`config.mk`:
```
export PLATFORM = sky130hd
export DESIGN_NAME = mode_step_counter_flat
export DESIGN_NICKNAME = d
export VERILOG_FILES = /design/src/rtl/mode_step_counter_if.sv /design/src/rtl/mode_step_counter.sv /design/src/flat_wrapper.sv
export SDC_FILE = /design/constraint.sdc
export NUM_CORES = 1
export LEC_CHECK = 0
export ABC_AREA = 1
export CAP_MARGIN = 5
export CORE_MARGIN = 4
export CORE_UTILIZATION = 35
export DETAILED_ROUTE_END_ITERATION = 12
export GPL_TIMING_DRIVEN = 1
export PLACE_DENSITY = 0.57
export RECOVER_POWER = 25
export SLEW_MARGIN = 20
export SYNTH_ARGS = -nofsm -noshare
export SYNTH_HDL_FRONTEND = slang
export SYNTH_SLANG_ARGS = --single-unit
```
`constraint.sdc`:
```
create_clock -name clk -period 2.83 [get_ports clk]
set_input_delay 0.566 -clock clk [delete_from_list [all_inputs] [get_ports clk]]
set_output_delay 0.566 -clock clk [all_outputs]
set_load 0.01 [all_outputs]
```
`src/rtl/mode_step_counter_if.sv`:
```
// Control and status bundle between the mode decoder/sequencer and the step counter.
interface mode_step_counter_if #(
    parameter int WIDTH = 5
);
    logic [WIDTH-1:0] maxNum;
    logic             start;
    logic             clear;
    logic             tick;
    logic             repeat_en;
    logic [WIDTH-1:0] count;
    logic             busy;
    logic             done;
    logic             wrap;

    modport master (
        output maxNum, start, clear, tick, repeat_en,
        input  count, busy, done, wrap
    );

    modport slave (
        input  maxNum, start, clear, tick, repeat_en,
        output count, busy, done, wrap
    );
endinterface

```
`src/rtl/mode_step_counter.sv`:
```
// Steps a counter from 0 to a latched limit on each tick, either finishing once
// with a done pulse or wrapping back to 0 with a wrap pulse; all outputs registered.
module mode_step_counter #(
    parameter int WIDTH = 5
) (
    input  logic               clk,
    input  logic               rst_n,
    mode_step_counter_if.slave bus
);
    typedef enum logic [1:0] {
        IDLE = 2'd0,
        RUN  = 2'd1,
        DONE = 2'd2
    } state_t;

    state_t           state_q, state_d;
    logic [WIDTH-1:0] count_q, count_d;
    logic [WIDTH-1:0] limit_q, limit_d;
    logic             rep_q,   rep_d;
    logic             busy_q,  busy_d;
    logic             done_q,  done_d;
    logic             wrap_q,  wrap_d;

    logic start_ok;
    logic at_limit;

    // A start with maxNum==0 means the mode is off and is dropped.
    assign start_ok = bus.start && (bus.maxNum != '0);
    assign at_limit = (count_q == limit_q);

    always_ff @(posedge clk or negedge rst_n) begin
        if (!rst_n) begin
            state_q <= IDLE;
            count_q <= '0;
            limit_q <= '0;
            rep_q   <= 1'b0;
            busy_q  <= 1'b0;
            done_q  <= 1'b0;
            wrap_q  <= 1'b0;
        end else begin
            state_q <= state_d;
            count_q <= count_d;
            limit_q <= limit_d;
            rep_q   <= rep_d;
            busy_q  <= busy_d;
            done_q  <= done_d;
            wrap_q  <= wrap_d;
        end
    end

    always_comb begin
        state_d = state_q;
        if (bus.clear) begin
            state_d = IDLE;
        end else begin
            unique case (state_q)
                IDLE:    if (start_ok) state_d = RUN;
                RUN:     if (bus.tick && at_limit && !rep_q) state_d = DONE;
                DONE:    state_d = IDLE;
                default: state_d = IDLE;
            endcase
        end
    end

    // busy follows the next state so it is registered alongside it.
    always_comb begin
        count_d = count_q;
        limit_d = limit_q;
        rep_d   = rep_q;
        busy_d  = (state_d == RUN);
        done_d  = 1'b0;
        wrap_d  = 1'b0;
        if (bus.clear) begin
            count_d = '0;
        end else begin
            unique case (state_q)
                IDLE: begin
                    if (start_ok) begin
                        limit_d = bus.maxNum;
                        rep_d   = bus.repeat_en;
                        count_d = '0;
                    end
                end
                RUN: begin
                    if (bus.tick) begin
                        if (!at_limit) begin
                            count_d = count_q + WIDTH'(1);
                        end else if (rep_q) begin
                            count_d = '0;
                            wrap_d  = 1'b1;
                        end else begin
                            done_d  = 1'b1;
                        end
                    end
                end
                default: ;
            endcase
        end
    end

    assign bus.count = count_q;
    assign bus.busy  = busy_q;
    assign bus.done  = done_q;
    assign bus.wrap  = wrap_q;
endmodule

```
`src/flat_wrapper.sv`:
```
// flat-port wrapper written by rule: the top's interface ports become plain ports
module mode_step_counter_flat 
#(
    parameter int WIDTH = 5
)
  (clk, rst_n, bus_maxNum, bus_start, bus_clear, bus_tick, bus_repeat_en, bus_count, bus_busy, bus_done, bus_wrap);
  mode_step_counter_if #(.WIDTH(WIDTH)) bus_i ();
  input  logic clk;
  input  logic rst_n;
  input wire logic [$bits(bus_i.maxNum)-1:0] bus_maxNum;
  input wire logic [$bits(bus_i.start)-1:0] bus_start;
  input wire logic [$bits(bus_i.clear)-1:0] bus_clear;
  input wire logic [$bits(bus_i.tick)-1:0] bus_tick;
  input wire logic [$bits(bus_i.repeat_en)-1:0] bus_repeat_en;
  output wire logic [$bits(bus_i.count)-1:0] bus_count;
  output wire logic [$bits(bus_i.busy)-1:0] bus_busy;
  output wire logic [$bits(bus_i.done)-1:0] bus_done;
  output wire logic [$bits(bus_i.wrap)-1:0] bus_wrap;
  assign bus_i.maxNum = bus_maxNum;
  assign bus_i.start = bus_start;
  assign bus_i.clear = bus_clear;
  assign bus_i.tick = bus_tick;
  assign bus_i.repeat_en = bus_repeat_en;
  assign bus_count = bus_i.count;
  assign bus_busy = bus_i.busy;
  assign bus_done = bus_i.done;
  assign bus_wrap = bus_i.wrap;
  mode_step_counter #(.WIDTH(WIDTH)) u_core (.clk(clk), .rst_n(rst_n), .bus(bus_i));
endmodule
```
==> flow_metrics.tcl <==
set metrics [dict create \
    post_synth_inst_count 122 \
    dieHeight_um 59.57 \
    io_buffers 18 \
    clock-skew-final_ns 0.008240 \
    p_per_area_mw_per_mm2 497.6 \
    detail_route.wirelength_um 1866 \
    critical_path.endpoint_type "primary output" \
    cts-root-to-sink-buffers 2 \
    critical-path-top-delay-family "buffers and inverters" \
    top_level_ports 19 \
    synth_seq_area_share_pct 43.01 \
    ratio_of_routed_vias_to_standard_cells 4.491 \
    drt_first_pass_iters 4 \
    area_growth_syn_to_layout_pct 26.75 \
    hold-path-cell-count 1 \
    syn_area_um2 930.9 \
    path_cells "clkdlybuf4s50_1" \
    row_count 18 \
    grt_first_pass_wirelength_um 3305 \
    die_area_mm2 0.003549 \
    crit_path_max_incr_delay_ns 0.58 \
    dpl_worst_slack_ns 0.8456 \
    cts_buffers 3 \
    clkLatencyLatePin_ns 0.29 \
    status "complete, no violations" \
    globalRouteTotalUtil_pct 12.43 \
    cp.required_ns 2.26 \
    critical_path_arrival_ns 1.34 \
    start_kind "flip-flop" \
    nNetsFinal 156 \
    wire_per_inst_um 10.79 \
    final_area_mm2 0.001180 \
    initial_core_util_pct 37.24 \
    rsz0062_at_grt "no" \
    timing.hold.worst.start "u_core.rep_q" \
    drv.max_cap_violation_count 0 \
    number_of_buffers_inserted_by_hold_repair_at_cts 0 \
    setup_tns_after_final_layout_ns 0 \
    fmax_mhz 523.5 \
    grt_max_degree 17 \
    synth_warnings 0 \
    worstHoldPathType "reg2reg" \
    tritoncts "built" \
    max-vdd-ir-drop_uv 251.4 \
    routed-via-count 777 \
    cts.sinks 16 \
    finalHoldViolCount 0 \
    worst_slack_ns 0.9196 \
    post_synth.cell_area_avg_um2 7.630 \
    coreArea_mm2 0.002500 \
    layout.core_utilization_pct 47.20 \
    remaining_drc_errors 0 \
    crit_slowest_cell "clkdlybuf4s50_1" \
    ys_seq_elements 16 \
    post_cts.repair.setup_buffers 0 \
    worstReg2RegEnd "u_core.bus.count[3]" \
    cts.clk_slew.worst_paths_ns 0.10 \
    max_slew_margin_pct 49.31 \
    antenna_found_initial 0 \
    synth_nets 134 \
    clock-root-buffer "clkbuf_4" \
    slew_violations 0 \
    leakage_uw 0.0005734 \
    gr-total-overflow 0 \
    period_needed_ns 1.910 \
    worst_r2r_start "u_core.bus.count[0]" \
    hold_path_end "u_core.state_q[1]" \
    setup_viol 0 \
    crit_type "reg2out" \
    detail_route.iter0.violations 22 \
    cts.htree.levels 1 \
    dpl.hpwl_um 1474 \
    critPathMaxFanout 7 \
    r2r_cell_count 9 \
    setup.reg_to_reg.worst_slack_ns 1.46 \
    critPathBufInv 1 \
    detail-route-antenna-nets 0 \
    transition_at_the_pin_with_the_smallest_max_transition_slack_ns 0.7578 \
    post_cts_repair_resize_count 0 \
    gp_congestion 0.7854 \
    first_global_vias 769 \
    synth_cell_type_count 20 \
    fp.dieW_um 59.57 \
    post_dp_cell_area_mm2 0.001144 \
    finalCritPeriodShare_pct 67.50 \
    layout-drive-gt1-share_pct 10.49 \
    antenna_cells_inserted 0 \
]
[logic make-up after synthesis]
family	after synthesis	synth area share [%]
buffers and inverters	25	10.21
and+or+nand+nor	67	37.23
xor gates and xnor gates	3	2.823
adders and majority gates	1	1.344
DFF	16	43.01
AOI/OAI and AO/OA	10	5.375
[sequential cells by signal (all words and copies together) (netlist names)]
name and count:
u_core.limit_q 5, u_core.bus.wrap 1, u_core.rep_q 1, u_core.bus.done 1, u_core.state_q 2, u_core.bus.busy 1, u_core.bus.count 5
[synthesized netlist by cell type]
| cell type | n | area [um2] |
|---|---|---|
| nand2_1 | 35 | 131.4 |
| inv_1 | 24 | 90.09 |
| dfrtp_1 | 16 | 400.4 |
| nand3_1 | 9 | 45.04 |
| nor2_1 | 9 | 33.78 |
| o21ai_1 | 8 | 40.04 |
| nor4_1 | 3 | 18.77 |
| nand2_2 | 2 | 12.51 |
| nand2_4 | 2 | 22.52 |
| nand3_2 | 2 | 20.02 |
| nor2_4 | 2 | 22.52 |
| xor2_1 | 2 | 17.52 |
| a21oi_1 | 1 | 5.000 |
| buf_2 | 1 | 5.000 |
| ha_1 | 1 | 12.51 |
| nand3_4 | 1 | 17.52 |
| nand4_2 | 1 | 12.51 |
| nor3_2 | 1 | 10.01 |
| o21ai_0 | 1 | 5.000 |
| xnor2_1 | 1 | 8.760 |
[how the worst max path moves through the flow]
stage | start | endpoint | slack (ns) | depth (start not counted)
after floorplan | bus_maxNum[4] | u_core.rep_q | 1.47 | 7
after global placement | bus_maxNum[4] | u_core.rep_q | 0.88 | 8
after detailed placement | bus_maxNum[2] | u_core.rep_q | 0.85 | 8
after CTS | u_core.bus.count[2] | bus_count[2] | 0.90 | 1
after global routing | u_core.bus.count[2] | bus_count[2] | 0.85 | 1
final | u_core.bus.count[2] | bus_count[2] | 0.92 | 1
[per-layer routing]
layer / track usage (%) / vias up / part of all wire, %
li1: - / 419 / -
met1: 15.92 / 341 / 46
met2: 19.81 / 12 / 48
met3: 2.832 / 5 / 3.8
met4: 5.696 / 0 / 1.8
met5: 0 / - / 0
[metrics by stage]
stage | hold slack (ns) | instances | total power (uW)
floorplan | 0.2704 | 122 | 386.7
global placement | 0.5049 | 169 | 435.3
detailed placement | 0.5043 | 169 | 439.5
CTS | 0.5158 | 173 | 595.6
global route | 0.5702 | 173 | 630.7
finish | 0.5198 | 173 | 587.2
[worst register-to-register path: cells and delay by family, from the launching register on]
| family | cells | cell delay (ns) |
|---|---|---|
| buf+inv | 1 | 0.07 |
| flops | 1 | 0.47 |
| simple gates | 8 | 0.71 |
[cell type report]
cell class	instances	area [um2]
Clock buffer	4	36.28
Fill cell	250	1320
Inverter	24	90.09
Multi-Input combinational cell	81	435.4
Sequential cell	16	400.4
Tap cell	30	37.54
Timing Repair Buffer	18	180.2
[cell usage in the layout, fill, tap and decap left out, drive strengths merged]
master / instances
xnor2: 1
dlygate4sd3: 1
clkbuf: 4
ha: 1
inv: 24
nor3: 1
nor4: 3
dfrtp: 16
nand2: 39
xor2: 2
nor2: 11
clkdlybuf4s50: 17
o21ai: 9
nand4: 1
a21oi: 1
nand3: 12
[where the power goes]
part | total (uW) | leakage (uW) | internal [uW] | switching (uW)
Combinational | 154 | 0.000343 | 62.5 | 91.9
Clock | 156 | 0.0000210 | 78.4 | 77.6
Sequential | 277 | 0.000210 | 253 | 23.4
Total | 587 | 0.000573 | 394 | 193
Note: power is estimated with default switching activity, not from simulation.
